--- src/rtl/mha_arith_pkg.sv ---
// Shared arithmetic mode encodings and pipeline depth derivation for the
// segmented pipelined adder.
package mha_arith_pkg;

  typedef enum logic {
    ARITH_UNSIGNED = 1'b0,
    ARITH_SIGNED   = 1'b1
  } sign_mode_e;

  typedef enum logic {
    ARITH_ADD = 1'b0,
    ARITH_SUB = 1'b1
  } op_mode_e;

  // One pipeline stage per segment; width is assumed to be a whole multiple.
  function automatic int calc_nseg(input int w, input int seg);
    return w / seg;
  endfunction

endpackage

--- src/rtl/adder_seg.sv ---
// One SEG-bit slice of the ripple-across-stages adder: plain combinational
// add with carry in and carry out.
module adder_seg #(
  parameter int SEG = 4
) (
  input  logic [SEG-1:0] op_a,
  input  logic [SEG-1:0] op_b,
  input  logic           carry_in,
  output logic [SEG-1:0] sum,
  output logic           carry_out
);

  logic [SEG:0] total;

  assign total     = {1'b0, op_a} + {1'b0, op_b} + {{SEG{1'b0}}, carry_in};
  assign sum       = total[SEG-1:0];
  assign carry_out = total[SEG];

endmodule

--- src/rtl/pipe_adder.sv ---
// Segmented pipelined add/sub with valid/ready flow control, one segment per stage.
// Optional output saturation is enabled by defining PIPE_ADDER_SAT_EN.
module pipe_adder
  import mha_arith_pkg::*;
#(
  parameter int W   = 16,
  parameter int SEG = 4
) (
  input  logic         I_CLK,
  input  logic         I_RST_N,
  input  logic         I_VALID,
  output logic         O_READY,
  input  logic [W-1:0] I_IN1,
  input  logic [W-1:0] I_IN2,
  input  logic         I_SIGNED,
  input  logic         I_SUB,
  output logic         O_VALID,
  input  logic         I_READY,
  output logic [W:0]   O_SUM,
  output logic         O_OVF
);

  localparam int NSEG = calc_nseg(W, SEG);
  localparam int L    = NSEG - 1;

  // stage registers; the last stage's state lives in sum_q/ovf_q/v_q[L]
  logic [W-1:0]    a_q   [NSEG];
  logic [W-1:0]    b_q   [NSEG];
  logic [W-1:0]    s_q   [NSEG];
  logic            c_q   [NSEG];
  logic            sg_q  [NSEG];
  logic            sub_q [NSEG];
  logic [NSEG-1:0] v_q;
  logic [W:0]      sum_q;
  logic            ovf_q;

  logic [W-1:0]    a_in   [NSEG];
  logic [W-1:0]    b_in   [NSEG];
  logic [W-1:0]    s_in   [NSEG];
  logic [W-1:0]    s_nxt  [NSEG];
  logic            c_in   [NSEG];
  logic            sg_in  [NSEG];
  logic            sub_in [NSEG];
  logic [NSEG-1:0] v_in;

  logic [SEG-1:0]  seg_a   [NSEG];
  logic [SEG-1:0]  seg_b   [NSEG];
  logic [SEG-1:0]  seg_sum [NSEG];
  logic            seg_co  [NSEG];

  logic            advance;
  logic            ext_a;
  logic            ext_b;
  logic [W:0]      full;
  logic [W:0]      res;
  logic            ovf_nxt;

  assign advance = I_READY || !v_q[L];
  assign O_READY = advance;
  assign O_VALID = v_q[L];
  assign O_SUM   = sum_q;
  assign O_OVF   = ovf_q;

  // subtraction is folded in at entry: operand 2 inverted, carry-in = I_SUB
  always_comb begin : stage_inputs
    a_in[0]   = I_IN1;
    b_in[0]   = (I_SUB == ARITH_SUB) ? ~I_IN2 : I_IN2;
    s_in[0]   = '0;
    c_in[0]   = I_SUB;
    sg_in[0]  = I_SIGNED;
    sub_in[0] = I_SUB;
    v_in[0]   = I_VALID;
    for (int k = 1; k < NSEG; k++) begin
      a_in[k]   = a_q[k-1];
      b_in[k]   = b_q[k-1];
      s_in[k]   = s_q[k-1];
      c_in[k]   = c_q[k-1];
      sg_in[k]  = sg_q[k-1];
      sub_in[k] = sub_q[k-1];
      v_in[k]   = v_q[k-1];
    end
    for (int k = 0; k < NSEG; k++) begin
      seg_a[k] = a_in[k][k*SEG +: SEG];
      seg_b[k] = b_in[k][k*SEG +: SEG];
    end
  end

  for (genvar k = 0; k < NSEG; k++) begin : g_seg
    adder_seg #(.SEG(SEG)) u_seg (
      .op_a      (seg_a[k]),
      .op_b      (seg_b[k]),
      .carry_in  (c_in[k]),
      .sum       (seg_sum[k]),
      .carry_out (seg_co[k])
    );
  end

  always_comb begin : stage_sums
    for (int k = 0; k < NSEG; k++) begin
      s_nxt[k] = s_in[k] | (W'(seg_sum[k]) << (k*SEG));
    end
  end

  // Bit W: extension bits of both (possibly inverted) operands plus final carry.
  // An inverted zero-extended operand has a 1 in its extension bit.
  always_comb begin : final_stage
    ext_a   = (sg_in[L] == ARITH_SIGNED) ? a_in[L][W-1] : 1'b0;
    ext_b   = (sg_in[L] == ARITH_SIGNED) ? b_in[L][W-1] : sub_in[L];
    full    = {ext_a ^ ext_b ^ seg_co[L], s_nxt[L]};
    res     = full;
    ovf_nxt = 1'b0;
`ifdef PIPE_ADDER_SAT_EN
    if (sg_in[L] == ARITH_SIGNED) begin
      if (full[W] != full[W-1]) begin
        ovf_nxt = 1'b1;
        res     = full[W] ? {2'b11, {(W-1){1'b0}}} : {2'b00, {(W-1){1'b1}}};
      end
    end else if (full[W]) begin
      ovf_nxt = 1'b1;
      res     = (sub_in[L] == ARITH_SUB) ? '0 : {1'b0, {W{1'b1}}};
    end
`endif
  end

  always_ff @(posedge I_CLK) begin
    if (!I_RST_N) begin
      v_q   <= '0;
      sum_q <= '0;
      ovf_q <= 1'b0;
      for (int k = 0; k < L; k++) begin
        a_q[k]   <= '0;
        b_q[k]   <= '0;
        s_q[k]   <= '0;
        c_q[k]   <= 1'b0;
        sg_q[k]  <= 1'b0;
        sub_q[k] <= 1'b0;
      end
    end else if (advance) begin
      v_q   <= v_in;
      sum_q <= res;
      ovf_q <= ovf_nxt;
      for (int k = 0; k < L; k++) begin
        a_q[k]   <= a_in[k];
        b_q[k]   <= b_in[k];
        s_q[k]   <= s_nxt[k];
        c_q[k]   <= seg_co[k];
        sg_q[k]  <= sg_in[k];
        sub_q[k] <= sub_in[k];
      end
    end
  end

endmodule

--- config.mk ---
export PLATFORM = sky130hd
export DESIGN_NAME = pipe_adder
export DESIGN_NICKNAME = d
export VERILOG_FILES = /design/src/rtl/mha_arith_pkg.sv /design/src/rtl/adder_seg.sv /design/src/rtl/pipe_adder.sv
export SDC_FILE = /design/constraint.sdc
export NUM_CORES = 1
export LEC_CHECK = 0
export ABC_CLOCK_PERIOD_IN_PS = 4200
export CORE_MARGIN = 3
export CORE_UTILIZATION = 50
export CTS_CLUSTER_DIAMETER = 150
export DETAILED_ROUTE_END_ITERATION = 10
export GPL_TIMING_DRIVEN = 0
export PLACE_DENSITY = 0.73
export SYNTH_ARGS = -nofsm -noshare
export SYNTH_HDL_FRONTEND = slang
export SYNTH_SLANG_ARGS = --single-unit
export TNS_END_PERCENT = 5
--- constraint.sdc ---
create_clock -name I_CLK -period 4.2 [get_ports I_CLK]
set_input_delay 0.84 -clock I_CLK [delete_from_list [all_inputs] [get_ports I_CLK]]
set_output_delay 0.84 -clock I_CLK [all_outputs]
set_load 0.02 [all_outputs]
==> reports/results.txt, run 1 <==
post-synthesis adder-cell area fraction - 6.47%
ordered list of cells on the worst path - clkdlybuf4s50_1, nor2b_4, inv_6, buf_6, buf_6, clkdlybuf4s50_1
largest net degree at the start of global routing - 47
simple-gate portion of the synthesized area - 15.9%
RSZ-0062 raised after global routing - false
relative slew slack - 56.8%
total of max-cap violations - 0
mean post-synth cell area - 12.6 sq um
Pwr Density - 372 mW/mm^2
hold wc startpoint - O_SUM[6]
Final period util - 77.9%
Worst Hold End - O_SUM[6]
combinational family with the most area after synthesis - simple AND/OR/NAND/NOR gates
P_int - 1.55 mW
post-synth top area share - 54.2%
P&R area growth vs syn - 20.1%
clock tree root buffer cell - clkbuf_8
clock network power share - 31.1%
CP Launch Type - primary input
Crit. End Element - output port
clock skew - 0.00917 ns
post_cts resized - 0
hold depth - 2
GRT Util Overall - 15.7%
Min-Delay Path Class - reg -> reg
Crit path arrival time - 2.43 ns
post-route ant nets - 0
NumNets Final - 478
syn nets - 412
first-pass GRT wire length - 12300 microns
CTS H-tree lvls - 3
peak supply drop - 0.000181 V
Max Clk Rate - 306 MHz
Rows - 33
clock period minus worst slack - 3.27 ns
Overflow after GRT - 0
HPWL Detailed - 5470 microns
reg2reg start - a_q[0][44]
Slew @ Worst Pin - 0.649 ns
endpoints failing setup - 0
Worst R2R End - O_SUM[16]
Fin Hold WS - 0.465 ns
combinational share of power - 10.2%
CTS tree - built
placed cell area - 0.00519 sq mm
Distinct cells, synth - 33
ANT cells - 0
setup tns final - 0 ns
CP max stage delay - 0.61 ns
drt pass-1 iters - 5
Synth Area in Compound Gates - 5.13%
multiplexer share of the synthesized area - 0.446%
synth warn - 0
xor/xnor share of the synthesized area - 3.90%
final hold violations - 0
Synth Cell Area - 0.00449 sq mm
vias per inst - 5.03
FF+latch area - 0.00285 sq mm
Num CTS Buffers - 9
cell taking the most area after synthesis - edfxtp_1
maximum clock path buffer count - 2
Reg power frac - 58.7%
Clock transition at path regs - 0.10 ns
outcome - complete, no violations
fin area - 0.00539 sq mm
via count - 2671
Hold Buf Count CTS - 0
ratio of cells with drive above 1 in the final layout - 7.75%
Initial Util - 53.0%
register-to-register setup slack - 2.29 ns
switching share of power - 22.8%
post-CTS setup repair buffer count - 0
Initial DRC Count - 157
IO Count - 58
drt drc - 0
ys async rst share - 0%
reg2reg path depth - 7
Fillers - 650
Worst path slowest cell - clkdlybuf4s50_1
Final Max Tran Viols - 0
clk_lat worst skew - 0.36 ns
die extent in y - 101 microns
sequential-to-total area share from yosys stat - 63.6%
FF+latch count, synth - 102
Setup CP Type - in -> out
CTS sink cnt - 102
Post-Synthesis Cells - 355
GPL Wtd Cong - 0.802
P_leak - 2.31 nW
die width - 101 microns
port bufs - 54
Tot Pwr - 2.01 mW
vias in the first global route - 2585
Main synth FF type - edfxtp_1
DR WL/cell - 14.0 microns
dpl ws - 0.905 ns
Routed WL - 7460 microns
initial antenna violation count - 0
die area - 0.0101 sq mm
critical path data required time - 3.36 ns
fin worst setup slack - 0.927 ns
dominant cells by area after synthesis - edfxtp_1 54%, dfxtp_1 9.4%, and3_1 7.8%, ha_1 3.3%, fa_1 3.1%
multi-input combinational cell area - 0.00144 sq mm
floorplan core area - 0.00846 sq mm
number of synthesized flops with an enable pin - 81
net switching power figure - 458 uW
CP Max Fanout - 10
-- critical path: cells and delay by family --
family	cells	cell delay (ns)
buffers and inverters	5	1.52
AND/OR/NAND/NOR	1	0.07
-- layout by cell type, fill, tap and decap left out, types with 7 or more instances in the layout --
cell / instances
and3_1: 56
fa_1: 7
a21boi_0: 16
nor2_1: 21
inv_1: 16
clkbuf_8: 9
nor2b_1: 7
a21oi_1: 7
dfxtp_1: 21
clkdlybuf4s50_1: 54
edfxtp_1: 81
nand2_1: 34
ha_1: 12
xnor2_1: 14
clkbuf_1: 12
-- worst max-delay path by stage --
stage | startpoint | to | slack (ns) | cells past startpoint
floorplan | I_RST_N | a_q[0][10] | 0.78 | 3
global placement | I_READY | b_q[0][15] | -0.33 | 4
detailed placement | I_READY | O_READY | 0.91 | 6
CTS | I_READY | O_READY | 0.90 | 6
global route | I_READY | O_READY | 0.86 | 6
finish | I_READY | O_READY | 0.93 | 6
-- metal layers --
metal / global-route usage, % / part of all wire, % / routed length, microns / vias to the layer above
li1: - / - / - / 1364
met1: 20.6 / 44 / 3270 / 1225
met2: 26.0 / 49 / 3690 / 73
met3: 2.42 / 5.0 / 370 / 9
met4: 6.53 / 1.7 / 125 / 0
met5: 0 / 0 / 0 / -
-- state kept, by name (all words and copies together), names as in the netlist --
name	cells
c_q	3
a_q	24
sub_q	3
sg_q	3
O_SUM	17
b_q	24
v_q	4
s_q	24
-- cells in the mapped netlist (2+ instances only) --
library cell  count
nor2_1           21
xor2_1            6
nor3_1            3
nand2b_1          2
nor2b_1           7
a21o_1            2
o21a_1            2
buf_2             5
o21ai_0           4
and3_1           56
fa_1              7
or3_1             2
inv_1            16
edfxtp_1         81
clkbuf_1         12
mux2i_1           2
dfxtp_1          21
nand2_1          35
ha_1             12
a21oi_1           7
nand3_1           6
buf_4             4
buf_6             3
xnor2_1          14
a21boi_0         16
o211a_1           2
-- power by group through the flow --
stage	sequential [mW]	combinational (mW)	clock, mW
finish	1.18	0.204	0.624
global route	1.19	0.229	0.678
CTS	1.18	0.206	0.635
detailed placement	1.20	0.206	0
global placement	1.20	0.199	0
floorplan	1.21	0.116	0
-- stage by stage --
step	utilization [%]	cells
final	63.7	531
after CTS	63.7	531
after global placement	61.0	514
after detailed placement	61.3	515
after global routing	63.7	531
after floorplan	-	355
-- area by class of cell --
type,count,share of cell area [%]
multi-input cells,212,26.7
clock buffers,9,2.30
repair buffers,55,10.4
plain buffers,24,2.48
well taps,105,2.44
flip-flops and latches,102,52.9
clock inverters,7,1.49
inverters,17,1.28
-- cells by family (layout without fill, tap and decap cells) --
family / count (synthesis) / after routing
compound gates: 34 / 34
xor+xnor: 20 / 20
fa+ha+maj: 19 / 19
buf+inv: 41 / 112
flops: 102 / 102
mux: 2 / 2
other cells: 1 / 1
simple gates: 136 / 136
Power figures use the tool's default switching activity.
==> run 2: changes to the inputs <==
--- a/config.mk
+++ b/config.mk
@@ -5,13 +5,13 @@
 export SDC_FILE = /design/constraint.sdc
 export NUM_CORES = 1
 export LEC_CHECK = 0
-export ABC_CLOCK_PERIOD_IN_PS = 4200
+export ABC_CLOCK_PERIOD_IN_PS = 2700
 export CORE_MARGIN = 3
 export CORE_UTILIZATION = 50
 export CTS_CLUSTER_DIAMETER = 150
 export DETAILED_ROUTE_END_ITERATION = 10
 export GPL_TIMING_DRIVEN = 0
-export PLACE_DENSITY = 0.73
+export PLACE_DENSITY = 0.76
 export SYNTH_ARGS = -nofsm -noshare
 export SYNTH_HDL_FRONTEND = slang
 export SYNTH_SLANG_ARGS = --single-unit
==> constraint.sdc (replaced) <==
create_clock -name I_CLK -period 2.7 [get_ports I_CLK]
set_input_delay 0.54 -clock I_CLK [delete_from_list [all_inputs] [get_ports I_CLK]]
set_output_delay 0.54 -clock I_CLK [all_outputs]
set_load 0.02 [all_outputs]
==> reports/results.txt, run 2 (same netlist as run 1, synthesis figures left out) <==
vias per inst - 5.06
NumNets Final - 478
Tot Pwr - 3.21 mW
clock tree root buffer cell - clkbuf_8
post-CTS setup repair buffer count - 0
endpoints failing setup - 0
Fillers - 667
final hold violations - 0
Reg power frac - 57.3%
via count - 2688
multi-input combinational cell area - 0.00144 sq mm
maximum clock path buffer count - 2
Worst R2R End - O_SUM[16]
P_leak - 2.32 nW
outcome - complete, no violations
most frequent cells in the layout - 81 x edfxtp_1, 56 x and3_1, 53 x clkdlybuf4s50_1
setup tns final - 0 ns
Final period util - 89.6%
die area - 0.0101 sq mm
die width - 101 microns
relative slew slack - 58.1%
clock network power share - 32.8%
HPWL Detailed - 5350 microns
GRT Util Overall - 16.2%
first-pass GRT wire length - 12600 microns
Pwr Density - 593 mW/mm^2
ratio of cells with drive above 1 in the final layout - 7.75%
CTS H-tree lvls - 3
largest net degree at the start of global routing - 47
GPL Wtd Cong - 0.778
drt pass-1 iters - 4
peak supply drop - 0.000244 V
Min-Delay Path Class - reg -> reg
critical path data required time - 2.16 ns
RSZ-0062 raised after global routing - false
combinational share of power - 9.9%
highest routed layer - met4
vias in the first global route - 2615
Slew @ Worst Pin - 0.628 ns
Worst Setup EP - O_READY
Crit. End Element - output port
CP Max Fanout - 10
Clock transition at path regs - 0.09 ns
post_cts resized - 1
Setup CP Type - in -> out
initial antenna violation count - 0
Largest regs - a_q: 24 flops, b_q: 24 flops, s_q: 24 flops
net switching power figure - 708 uW
most common cell after layout, fill and taps aside - edfxtp_1
Num CTS Buffers - 9
Final Max Tran Viols - 0
port bufs - 54
P&R area growth vs syn - 20.5%
Initial Util - 53.0%
Crit. Startpoint - I_READY
CP Launch Type - primary input
Max Clk Rate - 413 MHz
floorplan core area - 0.00846 sq mm
Initial DRC Count - 103
CTS sink cnt - 102
ANT cells - 0
switching share of power - 22.1%
reg2reg path depth - 7
Rows - 33
Core Util, Final - 63.9%
CTS tree - built
clk_lat worst skew - 0.36 ns
DR WL/cell - 14.4 microns
drt drc - 0
total of max-cap violations - 0
met2 wire length - 3860 microns
reg2reg start - a_q[0][44]
die extent in y - 101 microns
Met3 Routed Length - 354 microns
register-to-register setup slack - 0.81 ns
IO Count - 58
P_int - 2.50 mW
FF+latch area - 0.00285 sq mm
post-route ant nets - 0
Overflow after GRT - 0
Crit path arrival time - 1.88 ns
DRT met1 WL - 3320 microns
clock skew - 0.0108 ns
Routed WL - 7650 microns
clock period minus worst slack - 2.42 ns
Hold Buf Count CTS - 0
==> run 2: changes by cell type in the layout (fill, tap and decap cells not counted), sizes merged <==
| cell | delta |
|---|---|
| clkinv | +2 |
| inv | -2 |
| bufinv | +1 |
| clkdlybuf4s50 | -1 |
| clkinvlp | -1 |
| dlygate4sd2 | +1 |
==> run 2: worst min path at each step <==
stage | startpoint | end | slack [ns] | cells past startpoint
after floorplan | v_q[2] | v_q[3] | 0.44 | 1
after global placement | v_q[0] | v_q[0] | 0.45 | 2
after detailed placement | O_SUM[1] | O_SUM[1] | 0.45 | 2
after CTS | O_SUM[1] | O_SUM[1] | 0.47 | 2
after global routing | O_SUM[2] | O_SUM[2] | 0.49 | 2
final | O_SUM[1] | O_SUM[1] | 0.46 | 2
==> run 2: critical path, stage by stage <==
cell	delay, ns
clkdlybuf4s50_1	0.44
nor2b_4	0.20
inv_6	0.08
buf_6	0.15
buf_6	0.15
dlygate4sd2_1	0.32
==> run 2: power groups by stage <==
stage                     clock network, mW  logic, mW  registers, mW
after floorplan                           0      0.180           1.88
after global placement                    0      0.309           1.87
after detailed placement                  0      0.319           1.87
after CTS                              1.07      0.322           1.84
after global routing                   1.14      0.359           1.85
final                                  1.05      0.318           1.84
==> run 2: layer usage <==
layer / GRT usage, % / vias up
met4: 7.05 / 0
met3: 2.70 / 10
met1: 21.0 / 1237
met2: 27.0 / 69
met5: 0 / -
li1: - / 1372
==> run 2: metrics by stage <==
stage               area (sq um)  hold WS, ns  instances  setup slack [ns]
detailed placement          5190        0.454        515           0.00411
floorplan                   4490        0.440        355             0.387
finish                      5410        0.465        531             0.280
global placement            5160        0.449        514            -0.435
global route                5410        0.487        531             0.213
CTS                         5410        0.468        531             0.260
==> run 2: cell type report <==
class / instances / share of cell area (%)
sequential: 102 / 52.8
multi-input combinational: 212 / 26.6
clock buffer: 9 / 2.29
buffer: 24 / 2.48
clock inverter: 7 / 1.80
timing repair buffer: 55 / 10.3
inverter: 17 / 1.27
tap: 105 / 2.43
